<file path="src/rtl/core_sequencer_pkg.sv">
// +--------------------------------------------------------------------+
// | core_sequencer_pkg : state encoding, defaults, counter sizing      |
// | Revision: 1.0                                                      |
// +--------------------------------------------------------------------+
`default_nettype none

package core_sequencer_pkg;

  typedef enum logic [2:0] {
    ST_RESET_WAIT = 3'd0,
    ST_FETCH      = 3'd1,
    ST_EXECUTE    = 3'd2,
    ST_MEM_REQ    = 3'd3,
    ST_MEM_WAIT   = 3'd4,
    ST_WRITEBACK  = 3'd5,
    ST_PAUSE      = 3'd6,
    ST_HALT       = 3'd7
  } seq_state_e;

  localparam int unsigned DEFAULT_PAUSE_CYCLES = 16;
  localparam int unsigned DEFAULT_MEM_TIMEOUT  = 255;

  function automatic int unsigned cnt_width(input int unsigned a, input int unsigned b);
    int unsigned m;
    m = (a > b) ? a : b;
    return $clog2(m + 1);
  endfunction

endpackage

`default_nettype wire

</file>
<file path="src/rtl/core_sequencer_cycle_counter.sv">
// +--------------------------------------------------------------------+
// | sequencer_cycle_counter : loadable saturating up/down counter      |
// | Revision: 1.0                                                      |
// +--------------------------------------------------------------------+
`default_nettype none

module sequencer_cycle_counter #(
  parameter int unsigned WIDTH = 8
) (
  input  logic             clk,
  input  logic             rst,
  input  logic             load_i,
  input  logic [WIDTH-1:0] load_val_i,
  input  logic             inc_i,
  input  logic             dec_i,
  output logic [WIDTH-1:0] count_o,
  output logic             zero_o
);

  logic [WIDTH-1:0] count_q;
  logic [WIDTH-1:0] count_d;

  // Saturates at both ends so the count never wraps.
  always_comb begin
    count_d = count_q;
    if (load_i) begin
      count_d = load_val_i;
    end else if (inc_i && (count_q != {WIDTH{1'b1}})) begin
      count_d = count_q + WIDTH'(1);
    end else if (dec_i && (count_q != '0)) begin
      count_d = count_q - WIDTH'(1);
    end
  end

  always_ff @(posedge clk) begin
    if (rst) begin
      count_q <= '0;
    end else begin
      count_q <= count_d;
    end
  end

  assign count_o = count_q;
  assign zero_o  = (count_q == '0);

endmodule

`default_nettype wire

</file>
<file path="src/rtl/core_sequencer.sv">
// +--------------------------------------------------------------------+
// | core_sequencer : RV32I multi-cycle instruction sequencing FSM      |
// | Revision: 1.0                                                      |
// +--------------------------------------------------------------------+
`default_nettype none

module core_sequencer
  import core_sequencer_pkg::*;
#(
  parameter int unsigned PAUSE_CYCLES = DEFAULT_PAUSE_CYCLES,
  parameter int unsigned MEM_TIMEOUT  = DEFAULT_MEM_TIMEOUT
) (
  input  logic       clk,
  input  logic       rst,
  input  logic       rb_ready,
  input  logic       pc_end,
  input  logic       is_load,
  input  logic       is_store,
  input  logic       is_pause,
  input  logic       reg_w_dec,
  input  logic       bus_ready,
  input  logic       bus_busy,
  output logic       ir_load,
  output logic       bus_req,
  output logic       reg_w,
  output logic       pc_enable,
  output logic       halted,
  output logic       fault,
  output logic [2:0] state
);

  localparam int unsigned        CNT_W        = cnt_width(PAUSE_CYCLES, MEM_TIMEOUT);
  localparam logic [CNT_W-1:0]   PAUSE_LOAD   = CNT_W'(PAUSE_CYCLES - 1);
  localparam logic [CNT_W-1:0]   TIMEOUT_LAST = CNT_W'(MEM_TIMEOUT - 1);

  seq_state_e       state_q;
  seq_state_e       state_d;
  logic             ir_load_q;
  logic             pc_enable_q;
  logic             halted_q;
  logic             fault_q;
  logic             fault_d;

  logic             cnt_load;
  logic [CNT_W-1:0] cnt_load_val;
  logic             cnt_inc;
  logic             cnt_dec;
  logic [CNT_W-1:0] cnt_count;
  logic             cnt_zero;
  logic             bus_ok;

  assign bus_ok = bus_ready && !bus_busy;

  always_comb begin
    state_d      = state_q;
    fault_d      = fault_q;
    cnt_load     = 1'b0;
    cnt_load_val = '0;
    cnt_inc      = 1'b0;
    cnt_dec      = 1'b0;
    case (state_q)
      ST_RESET_WAIT: begin
        if (rb_ready && bus_ready) state_d = ST_FETCH;
      end
      ST_FETCH: begin
        state_d = pc_end ? ST_HALT : ST_EXECUTE;
      end
      ST_EXECUTE: begin
        if (is_pause) begin
          state_d      = ST_PAUSE;
          cnt_load     = 1'b1;
          cnt_load_val = PAUSE_LOAD;
        end else if (is_load || is_store) begin
          state_d      = ST_MEM_REQ;
          cnt_load     = 1'b1;
          cnt_load_val = '0;
        end else begin
          state_d = ST_WRITEBACK;
        end
      end
      // The timeout counter spans both bus states; a bus exit beats the timeout.
      ST_MEM_REQ: begin
        cnt_inc = 1'b1;
        if (bus_ok) begin
          state_d = ST_MEM_WAIT;
        end else if (cnt_count == TIMEOUT_LAST) begin
          state_d = ST_HALT;
          fault_d = 1'b1;
        end
      end
      ST_MEM_WAIT: begin
        cnt_inc = 1'b1;
        if (bus_ok) begin
          state_d = ST_WRITEBACK;
        end else if (cnt_count == TIMEOUT_LAST) begin
          state_d = ST_HALT;
          fault_d = 1'b1;
        end
      end
      ST_PAUSE: begin
        if (cnt_zero) begin
          state_d = ST_WRITEBACK;
        end else begin
          cnt_dec = 1'b1;
        end
      end
      ST_WRITEBACK: begin
        state_d = ST_FETCH;
      end
      ST_HALT: begin
        state_d = ST_HALT;
      end
      default: begin
        state_d = ST_RESET_WAIT;
      end
    endcase
  end

  // State-decoded outputs are registered from the next state so they line up with state_q.
  always_ff @(posedge clk) begin
    if (rst) begin
      state_q     <= ST_RESET_WAIT;
      ir_load_q   <= 1'b0;
      pc_enable_q <= 1'b0;
      halted_q    <= 1'b0;
      fault_q     <= 1'b0;
    end else begin
      state_q     <= state_d;
      ir_load_q   <= (state_d == ST_FETCH);
      pc_enable_q <= (state_d == ST_WRITEBACK);
      halted_q    <= (state_d == ST_HALT);
      fault_q     <= fault_d;
    end
  end

  sequencer_cycle_counter #(
    .WIDTH (CNT_W)
  ) u_cycle_counter (
    .clk        (clk),
    .rst        (rst),
    .load_i     (cnt_load),
    .load_val_i (cnt_load_val),
    .inc_i      (cnt_inc),
    .dec_i      (cnt_dec),
    .count_o    (cnt_count),
    .zero_o     (cnt_zero)
  );

  assign ir_load   = ir_load_q;
  assign pc_enable = pc_enable_q;
  assign reg_w     = pc_enable_q && reg_w_dec;
  assign bus_req   = (state_q == ST_MEM_REQ) && bus_ok;
  assign halted    = halted_q;
  assign fault     = fault_q;
  assign state     = state_q;

endmodule

`default_nettype wire

</file>
<file path="config.mk">
export PLATFORM = sky130hd
export DESIGN_NAME = core_sequencer
export DESIGN_NICKNAME = d
export VERILOG_FILES = /design/src/rtl/core_sequencer_pkg.sv /design/src/rtl/core_sequencer_cycle_counter.sv /design/src/rtl/core_sequencer.sv
export SDC_FILE = /design/constraint.sdc
export NUM_CORES = 1
export LEC_CHECK = 0
export BUFFER_PORTS_ARGS = -buffer_cell sky130_fd_sc_hd__buf_2
export CORE_MARGIN = 3
export CORE_UTILIZATION = 34
export CTS_CLUSTER_SIZE = 28
export DETAILED_ROUTE_END_ITERATION = 7
export GPL_ROUTABILITY_DRIVEN = 0
export HOLD_SLACK_MARGIN = 0.12
export PLACE_DENSITY = 0.57
export SLEW_MARGIN = 30
export SYNTH_ARGS = -nofsm -noshare
export SYNTH_HDL_FRONTEND = slang
export SYNTH_SLANG_ARGS = --single-unit
</file>
<file path="constraint.sdc">
create_clock -name clk -period 5.2 [get_ports clk]
set_input_delay 1.04 -clock clk [delete_from_list [all_inputs] [get_ports clk]]
set_output_delay 1.04 -clock clk [all_outputs]
set_load 0.01 [all_outputs]
</file>
==> impl_results.md, run 1 <==
- Kind of start point of the critical path: flop
- Post-route DRC: 0
- Final number of hold-violating endpoints: 0
- Post-synth ARST share: 0%
- Sinks on Clock Net: 15
- Leakage component of the power: about 0.5 nW
- Die H: between 60 and 70 um
- Level count of the clock H-tree: 1
- Global-route total usage across every layer: between 10 and 15%
- Total standard cell area after synthesis: 0.00114 mm2
- Number of buffers between clock root and the deepest sink: 2
- Post-Synthesis Mean Instance Area: 8.38 um2
- CTS Buf Count: 3
- Area added between synthesis and finish: 12.0%
- First-pass GRT wire length: around 4600 um
- Total power after layout: approximately 950 uW
- Final core area utilization: ~41%
- Antenna violations before repair: 0
- Maximum number of pins on one net before global-route repair: 16
- Number of flops mapped to enable cells by yosys: 0
- Number of vias in the routed layout: 1078
- First drt pass iteration count: 4
- Post-route ant nets: 0
- Setup repair after global routing missed its margin: no
- Max Cap Viol: 0
- Ys Warns: 0
- Sequential area share after synthesis: between 20% and 30%
- Final nets: 170
- Final worst slack: around 2.1 ns
- Final setup violation count: 0
- Drt initial violations: 60
- Floorplan row count: 20
- Most frequent cells in the layout: sky130_fd_sc_hd__buf_2, sky130_fd_sc_hd__dfxtp_1, sky130_fd_sc_hd__nand2_1
- Max-slew headroom: between 40% and 50%
- Final std cells w/o fill: a little under 200
- Final hold slack: between 0.5 and 0.6 ns
- Vias per Instance: between 5 and 6
- Fillcell total: 327
- Category of the worst setup path capture point: flop
- Clock-pin slew of the registers on the worst-case setup and hold paths: approximately 0.090 ns
- # resized after CTS: 0
- Synth Net Count: 153
- Final design area excluding fillers: 0.00128 mm2
- Count of unique library cells instantiated by Yosys: 50
- Root Buffer: sky130_fd_sc_hd__clkbuf_4
- Crit Path Max Fanout: 14
- Worst-margin pin slew: around 0.8 ns
- # diodes: 0
- Final critical path time including I/O delays and setup: roughly 3 ns
- Total length of routed wires: 2660 um
- Critical Path RT: ~5.4 ns
- #FFs+latches synth: 15
- Arr. time, crit path: approximately 3.2 ns
- Proportion of layout cells with a drive suffix above 1: between 10% and 20%
- Initial cell density of the core: 36.4%
- Average wire per cell in the routed design: between 10 and 15 um
- Type of the tightest min-delay check: flop to flop
- Proportion of netlist area held by the largest area contributor: between 20% and 30%
- Number of max-slew violations in the final report: 0
- Most frequent standard cell in the layout excluding fill and tap cells: sky130_fd_sc_hd__buf_2
- Residual overflow from global routing: 0
- TritonCTS clock tree: done
- Maximum clock rate: 0.326 GHz
- Horizontal extent of the die: around 64 um
- Top-level port count: 19
- Clock latency at the later pin of the worst-skew pair: between 0.2 and 0.3 ns
- Skew final: between 0.008 and 0.009 ns
- Standard cell core area: 0.00313 mm2
- Yosys top cell by area: sky130_fd_sc_hd__dfxtp_1
- Total placed cells including tap cells: 192
- VDD IR max: about 0.30 mV
- Die outline area: 0.00408 mm2
- Result of the run: completed
- Placed cell areas: 0.00125 mm2
- Input/output buffers: 18
- Final TNS setup: 0 ns
- HPWL Detailed: 2000 um
- Setup repair bufs after CTS: 0
- Vias in the first global route: about 1000
- Primary FF master, synth: sky130_fd_sc_hd__dfxtp_1
- Hold-fix buffers at CTS: 0
- Power density over the cells: ~740 mW/mm2
- Main area contributors after synthesis: sky130_fd_sc_hd__dfxtp_1, sky130_fd_sc_hd__ha_1, sky130_fd_sc_hd__a21oi_1
- Worst slack, placed: 2.18 ns
- Tcrit/Tclk final: between 50% and 60%
- Syn Inst Count: roughly 140
- WS Path Type: flop to flop
report_power, final:
group | internal (mW) | leakage (nW) | total (mW) | switching (mW)
combinational | 0.294 | 0.371 | 0.641 | 0.347
sequential | 0.160 | 0.123 | 0.241 | 0.0807
clock | 0.0298 | 0.0150 | 0.0667 | 0.0369
path summary, 6_finish.rpt:
kind         cells past startpoint                          to      from  slack [ns]
min                              2                       fault     fault        0.50
max reg2reg                      9  u_cycle_counter.count_o[7]  state[2]        2.13
min reg2reg                      2                       fault     fault        0.50
max                              9  u_cycle_counter.count_o[7]  state[2]        2.13
logic make-up (layout without fill, tap and decap cells):
logic type               Yosys count  in the layout  synth area share, %
flip-flops                        15             15                 26.3
AND/OR/NAND/NOR                   58             58                 29.5
XOR/XNOR                           4              4                 3.07
buffers and inverters             10             26                 4.39
multiplexers                       4              4                 3.51
adder cells (fa/ha/maj)            7              7                 8.34
AO/OA/AOI/OAI                     38             38                 24.8
critical path, stage by stage (launching register included):
cell,delay (ns)
sky130_fd_sc_hd__dfxtp_1,0.58
sky130_fd_sc_hd__or3b_4,0.47
sky130_fd_sc_hd__a2bb2oi_4,0.20
sky130_fd_sc_hd__inv_1,0.19
sky130_fd_sc_hd__ha_1,0.42
sky130_fd_sc_hd__nand3_1,0.12
sky130_fd_sc_hd__o2111a_1,0.25
sky130_fd_sc_hd__nor3_1,0.36
sky130_fd_sc_hd__mux2i_1,0.25
sky130_fd_sc_hd__a31oi_1,0.09
layout make-up:
cell class / instances / area (um2) / share of cell area [%]
sequential: 15 / 300 / 23.5
tap: 44 / 55.1 / 4.31
inverter: 4 / 15.0 / 1.18
multi-input combinational: 111 / 790 / 61.9
timing repair buffer: 18 / 90.1 / 7.06
clock buffer: 4 / 26.3 / 2.06
metal layers:
| metal | routed length, um | share of wire [%] | track usage [%] | vias up |
|---|---|---|---|---|
| li1 | - | - | - | 557 |
| met1 | 1360 | 51 | 18.8 | 503 |
| met2 | 1190 | 45 | 21.7 | 16 |
| met3 | 93 | 3.5 | 3.87 | 2 |
| met4 | 14 | 0.53 | 3.23 | 0 |
| met5 | 0 | 0 | 0 | - |
flip-flops by register name, summed over array words and instances, names as in the netlist:
signal                   count
fault                        1
halted                       1
pc_enable                    1
ir_load                      1
state                        3
u_cycle_counter.count_o      8
cell usage after synthesis, drive strengths merged (2+ instances only):
| cell | n |
|---|---|
| dfxtp | 15 |
| nand2 | 11 |
| a21oi | 9 |
| nor2 | 8 |
| nor3 | 7 |
| o21ai | 7 |
| ha | 6 |
| buf | 5 |
| a211oi | 4 |
| inv | 4 |
| mux2i | 4 |
| nand4 | 4 |
| nor4 | 4 |
| nand3 | 3 |
| nand3b | 3 |
| nor2b | 3 |
| nor3b | 3 |
| a21o | 2 |
| nand2b | 2 |
| o21bai | 2 |
| or3 | 2 |
| or4 | 2 |
| xnor2 | 2 |
| xor2 | 2 |
Note: power is estimated with default switching activity, not from simulation.
==> run 2: changes to the inputs <==
Clock period 5.2 ns to 3.1 ns, I/O delays scaled along.
==> run 2 against run 1 <==
Against the previous run: sequential power grew 59%; via count grew 1.8%; highest routed layer unchanged; clock skew grew 0.0058 ns; clock power grew 74%; utilization grew 0.64 points; global-route usage grew 0.52 points; critical path depth is the same; critical path type unchanged.
==> impl_results.md, run 2 (synthesis results as in run 1) <==
- Result of the run: completed
- WS Path Type: flop to flop
- Wl on met1: 1380 um (+1.7%)
- Maximum clock rate: 0.346 GHz (+6.2%)
- Level count of the clock H-tree: 1 (unchanged)
- Total power after layout: 1.62 mW (+71%)
- Root Buffer: sky130_fd_sc_hd__clkbuf_4
- Crit path cell chain: or3b_4 -> a2bb2oi_4 -> inv_1 -> fa_1 -> a211oi_1 -> o21ai_0 -> a21oi_1 -> xor2_1 -> o41ai_1
- Clock latency at the later pin of the worst-skew pair: 0.29 ns (about the same)
- Max FFs per register: 8 (unchanged)
- Hold-fix buffers at CTS: 0 (unchanged)
- Total length of routed wires: 2700 um (+1.5%)
- Number of vias in the routed layout: 1097 (+1.8%)
- Final nets: 172 (+1.2%)
- Die H: 63.9 um (unchanged)
- Cell class contributing the biggest share of worst-path delay: compound AO/OA/AOI/OAI gates
- Post-route ant nets: 0 (unchanged)
- DR WL met3: 121 um (+30%)
- VDD IR max: 0.611 mV (+110%)
- Final number of hold-violating endpoints: 0 (unchanged)
- Antenna violations before repair: 0 (unchanged)
- Die outline area: 0.00408 mm2 (unchanged)
- Total net switching power: 787 uW (+69%)
- Horizontal extent of the die: 63.9 um (unchanged)
- Clock share of power: 7.2% (+0.2 points)
- Top-level port count: 19 (unchanged)
- Critical Path RT: 3.28 ns (-2.08 ns)
- Most frequent cells in the layout: sky130_fd_sc_hd__buf_2, sky130_fd_sc_hd__dfxtp_1, sky130_fd_sc_hd__nand2_1
- Final setup violation count: 0 (unchanged)
- Crit Path Max Fanout: 12 (-2)
- Floorplan row count: 20 (unchanged)
- Slowest stage delay, CP: 0.47 ns (-0.11 ns)
- Sinks on Clock Net: 15 (unchanged)
- Input/output buffers: 18 (unchanged)
- Sequential power share: 23.6% (-1.8 points)
- First drt pass iteration count: 4 (unchanged)
- Final core area utilization: 41.4% (+0.64 points)
- Tcrit/Tclk final: 93.2% (+34 points)
- Setup repair bufs after CTS: 0 (unchanged)
- Final std cells w/o fill: 198 (+1.0%)
- Met2 WL: 1180 um (-1.1%)
- Number of buffers between clock root and the deepest sink: 2 (unchanged)
- Residual overflow from global routing: 0 (unchanged)
- Global-route total usage across every layer: 14.4% (+0.52 points)
- # diodes: 0 (unchanged)
- Vias per Instance: 5.54 (+0.73%)
- HPWL Detailed: 2110 um (+5.6%)
- Arr. time, crit path: 3.07 ns (-0.16 ns)
- Most frequent standard cell in the layout excluding fill and tap cells: sky130_fd_sc_hd__buf_2
- Total placed cells including tap cells: 194 (+1.0%)
- TritonCTS clock tree: done
- Number of max-slew violations in the final report: 0 (unchanged)
- Post-route DRC: 0 (unchanged)
- Category of the worst setup path capture point: flop
- Clock-pin slew of the registers on the worst-case setup and hold paths: 0.10 ns (about the same)
- Crit path buffers/inverters: 1 (unchanged)
- First-pass GRT wire length: 4620 um (+0.61%)
- Area added between synthesis and finish: 13.7%
- Max Cap Viol: 0 (unchanged)
- Internal power component: 833 uW (+72%)
- Drt initial violations: 68 (+13%)
- Power density over the cells: 1250 mW/mm2 (+68%)
- Final critical path time including I/O delays and setup: 2.89 ns (-0.178 ns)
- Setup repair after global routing missed its margin: yes
- Final design area excluding fillers: 0.00130 mm2 (+1.6%)
- Skew final: 0.0144 ns (+0.00576 ns)
- Reg-to-reg setup timing slack: 0.21 ns (-1.92 ns)
- Maximum number of pins on one net before global-route repair: 16 (unchanged)
- Max-slew headroom: 44.6% (-1.6 points)
- Final hold slack: 0.500 ns (-0.00278 ns)
- Leakage component of the power: 0.520 nW (+2.2%)
- Standard cell core area: 0.00313 mm2 (unchanged)
- Highest metal layer with signal wires: met4
- Kind of start point of the critical path: flop
- Proportion of layout cells with a drive suffix above 1: 19.5% (+1.7 points)
- CTS Buf Count: 3 (unchanged)
- Switching Fraction: 48.6% (-0.39 points)
- Placed cell areas: 0.00126 mm2 (+1.2%)
- Slowest cell on crit path: sky130_fd_sc_hd__or3b_4
- Vias in the first global route: 987 (-1.8%)
- Combinational share of power: 69.2% (+1.6 points)
- Fillcell total: 330 (+0.92%)
- Worst-margin pin slew: 0.826 ns (+0.0246 ns)
- Type of the tightest min-delay check: flop to flop
- Initial cell density of the core: 36.4% (unchanged)
- Average wire per cell in the routed design: 13.6 um (+0.52%)
[run 2: cell types whose count changed in the layout (fill, tap and decap cells not counted), sizes merged]
cell,previous run,this run
buf,18,20
[run 2: path summary, 6_finish.rpt]
kind / start / cells past startpoint / end
max: state[0] / 9 / u_cycle_counter.count_o[6]
min: fault / 2 / fault
max reg2reg: state[0] / 9 / u_cycle_counter.count_o[6]
min reg2reg: fault / 2 / fault
[run 2: area by class of cell]
class	count	area, um2	area share [%]
clock buffers	4	26.3	2.03
inverters	4	15.0	1.16
multi-input cells	111	795	61.3
flip-flops and latches	15	300	23.2
well taps	44	55.1	4.25
repair buffers	20	105	8.11
[run 2: stage by stage]
step,setup WS (ns),TNS [ns]
3_3_place_gp,0.307,0
2_1_floorplan,0.431,0
4_1_cts,0.169,0
3_5_place_dp,0.210,0
5_1_grt,-0.0137,-0.0137
6_report,0.210,0
[run 2: worst min-delay path, cell delays in order, from the launching register on]
cell	delay (ns)
sky130_fd_sc_hd__dfxtp_1	0.34
sky130_fd_sc_hd__a41oi_1	0.05
sky130_fd_sc_hd__nor2_1	0.08
[run 2: power groups by stage]
stage	logic, mW	clock network, mW	registers (mW)
after floorplan	0.908	0	0.358
after global placement	1.09	0	0.379
after detailed placement	1.10	0	0.384
after CTS	1.10	0.122	0.379
after global routing	1.27	0.128	0.398
final	1.12	0.116	0.382
[run 2: layer usage]
| layer | track usage [%] | vias up |
|---|---|---|
| li1 | - | 563 |
| met3 | 4.57 | 2 |
| met5 | 0 | - |
| met4 | 2.43 | 0 |
| met1 | 20.1 | 518 |
| met2 | 21.8 | 14 |
[run 2: repair_timing]
action,4_1_cts,5_1_grt
resized for setup,0,1
hold endpoints to repair,0,0
setup endpoints to repair,0,2
==> run 3: changes to the inputs <==
--- a/config.mk
+++ b/config.mk
@@ -9,3 +9,3 @@
 export CORE_MARGIN = 3
-export CORE_UTILIZATION = 34
+export CORE_UTILIZATION = 29
 export CTS_CLUSTER_SIZE = 28
@@ -14,3 +14,3 @@
 export HOLD_SLACK_MARGIN = 0.12
-export PLACE_DENSITY = 0.57
+export PLACE_DENSITY = 0.51
 export SLEW_MARGIN = 30
==> constraint.sdc (replaced) <==
create_clock -name clk -period 3.1 [get_ports clk]
set_input_delay 0.465 -clock clk [delete_from_list [all_inputs] [get_ports clk]]
set_output_delay 0.465 -clock clk [all_outputs]
set_load 0.01 [all_outputs]
==> run 3 against run 2 <==
Against the previous run: utilization decreased by 6.0 points; clock-buffer cell count is 1 lower; power rose by 2.1%; first-iteration DRC count fell by 62%; sequential share of layout area shrank 0.28 points; global-route usage fell by 1.0 points; clock power rose by 35%; worst hold slack got worse by 0.0098 ns; cell count grew 2.0%; clock skew fell by 0.0076 ns; critical endpoint is now u_cycle_counter.count_o[7]; largest power group unchanged.
==> impl_results.md, run 3 (synthesis results as in run 1) <==
- Result of the run: completed
- Most frequent cells in the layout: sky130_fd_sc_hd__buf_2, sky130_fd_sc_hd__dfxtp_1, sky130_fd_sc_hd__nand2_1
- Global-route total usage across every layer: 13.4% (-1.0 points)
- Floorplan row count: 22 (+10%)
- Worst slack, placed: 0.218 ns (+0.00825 ns)
- Setup repair bufs after CTS: 0 (unchanged)
- Final critical path time including I/O delays and setup: 2.82 ns (-0.0656 ns)
- HPWL Detailed: 2110 um (+0.21%)
- Final TNS setup: 0 ns (unchanged)
- Max-slew headroom: 46.6% (+2.0 points)
- Final core area utilization: 35.5% (-6.0 points)
- Instance count along the most critical hold path: 2 (unchanged)
- Category of the worst setup path capture point: flop
- Vias in the first global route: 995 (+0.81%)
- Post-route DRC: 0 (unchanged)
- Most frequent standard cell in the layout excluding fill and tap cells: sky130_fd_sc_hd__buf_2
- First-pass GRT wire length: 4770 um (+3.4%)
- Final design area excluding fillers: 0.00132 mm2 (+1.6%)
- Area added between synthesis and finish: 15.6%
- Reg-to-reg setup timing slack: 0.28 ns (+0.07 ns)
- Leakage component of the power: 0.530 nW (+1.9%)
- Total placed cells including tap cells: 198 (+2.1%)
- Die H: 68.7 um (+7.5%)
- Power density over the cells: 1250 mW/mm2 (+0.41%)
- Slowest stage delay, CP: 0.43 ns (-0.04 ns)
- Antenna violations before repair: 0 (unchanged)
- Kind of start point of the critical path: flop
- Cell class contributing the biggest share of worst-path delay: simple AND/OR/NAND/NOR gates
- Root Buffer: sky130_fd_sc_hd__clkbuf_8
- Total length of routed wires: 2780 um (+3.1%)
- Die outline area: 0.00472 mm2 (+16%)
- Final nets: 172 (unchanged)
- Initial cell density of the core: 30.7% (-5.8 points)
- Hold-fix buffers at CTS: 0 (unchanged)
- # diodes: 0 (unchanged)
- Number of buffers between clock root and the deepest sink: 2 (unchanged)
- Critical Path RT: 3.23 ns (-0.05 ns)
- Fillcell total: 388 (+18%)
- Top-level port count: 19 (unchanged)
- Skew final: 0.00680 ns (-0.00763 ns)
- Slowest cell on crit path: sky130_fd_sc_hd__or3b_4
- Setup repair after global routing missed its margin: no
- VDD IR max: 0.377 mV (-38%)
- Level count of the clock H-tree: 1 (unchanged)
- Horizontal extent of the die: 68.7 um (+7.5%)
- Residual overflow from global routing: 0 (unchanged)
- Crit path buffers/inverters: 1 (unchanged)
- Post-route ant nets: 0 (unchanged)
- Worst-margin pin slew: 0.797 ns (-0.0294 ns)
- Number of max-slew violations in the final report: 0 (unchanged)
- Final std cells w/o fill: 202 (+2.0%)
- Average wire per cell in the routed design: 13.8 um (+1.1%)
- Placed cell areas: 0.00127 mm2 (+0.40%)
- Reg2reg path depth: 9 (unchanged)
- Crit Path Max Fanout: 9 (-3)
- Max Cap Viol: 0 (unchanged)
- Type of the tightest min-delay check: flop to flop
- Final setup violation count: 0 (unchanged)
- TritonCTS clock tree: done
- Crit path cell chain: or3b_4 -> a2bb2oi_4 -> inv_1 -> ha_1 -> nand3_1 -> o2111a_1 -> nor3_1 -> mux2i_1 -> a31oi_1
- Proportion of layout cells with a drive suffix above 1: 20.1% (+0.65 points)
- Sinks on Clock Net: 15 (unchanged)
- Number of vias in the routed layout: 1078 (-1.7%)
- Standard cell core area: 0.00372 mm2 (+19%)
- Maximum number of pins on one net before global-route repair: 16 (unchanged)
- Drt initial violations: 26 (-62%)
- Final number of hold-violating endpoints: 0 (unchanged)
- Path length in cells of the critical path: 9 (unchanged)
- Vias per Instance: 5.34 (-3.7%)
- Clock-pin slew of the registers on the worst-case setup and hold paths: 0.06 ns (-0.04 ns)
- Input/output buffers: 18 (unchanged)
- Arr. time, crit path: 2.95 ns (-0.12 ns)
- CTS Buf Count: 3 (unchanged)
- Maximum clock rate: 0.354 GHz (+2.3%)
- Max FFs per register: 8 (unchanged)
- First drt pass iteration count: 4 (unchanged)
- Tcrit/Tclk final: 91.1% (-2.1 points)
- WS Path Type: flop to flop
- Clock latency at the later pin of the worst-skew pair: 0.25 ns (-0.04 ns)
- # resized after CTS: 0 (unchanged)
- Final worst slack: 0.275 ns (+0.0656 ns)
-- run 3: metal layers --
| layer | GRT usage, % | vias up | share of wire (%) | wire length, um |
|---|---|---|---|---|
| met5 | 0 | - | 0 | 0 |
| met4 | 2.92 | 0 | 0.93 | 26 |
| met3 | 3.08 | 2 | 3.9 | 109 |
| met2 | 21.0 | 21 | 44 | 1230 |
| met1 | 18.6 | 488 | 51 | 1420 |
| li1 | - | 567 | - | - |
-- run 3: layout make-up --
type	instances	area, um2	area share [%]
well taps	48	60.1	4.56
repair buffers	20	105	7.98
clock inverters	1	5.00	0.380
inverters	4	15.0	1.14
clock buffers	3	41.3	3.13
flip-flops and latches	15	302	22.9
multi-input cells	111	790	59.9
-- run 3: worst reg2reg max path, stage by stage, from the launching register on --
cell and delay, ns:
sky130_fd_sc_hd__dfxtp_1 0.41, sky130_fd_sc_hd__or3b_4 0.43, sky130_fd_sc_hd__a2bb2oi_4 0.19, sky130_fd_sc_hd__inv_1 0.18
sky130_fd_sc_hd__ha_1 0.42, sky130_fd_sc_hd__nand3_1 0.13, sky130_fd_sc_hd__o2111a_1 0.25, sky130_fd_sc_hd__nor3_1 0.36
sky130_fd_sc_hd__mux2i_1 0.23, sky130_fd_sc_hd__a31oi_1 0.10
-- run 3: where the power goes --
part	leakage, nW	total [mW]	internal, mW	switching (mW)
registers	0.123	0.386	0.271	0.116
logic	0.382	1.11	0.505	0.605
clock network	0.0255	0.157	0.0889	0.0679
total	0.530	1.65	0.865	0.788
-- run 3: worst paths after layout --
path	start	to
max	state[2]	u_cycle_counter.count_o[7]
min reg2reg	fault	fault
max reg2reg	state[2]	u_cycle_counter.count_o[7]
min	fault	fault
-- run 3: through the flow --
step	hold slack, ns	power, mW
3_5_place_dp	0.462	1.49
2_1_floorplan	0.470	1.27
3_3_place_gp	0.457	1.49
4_1_cts	0.490	1.66
5_1_grt	0.521	1.83
6_report	0.490	1.65
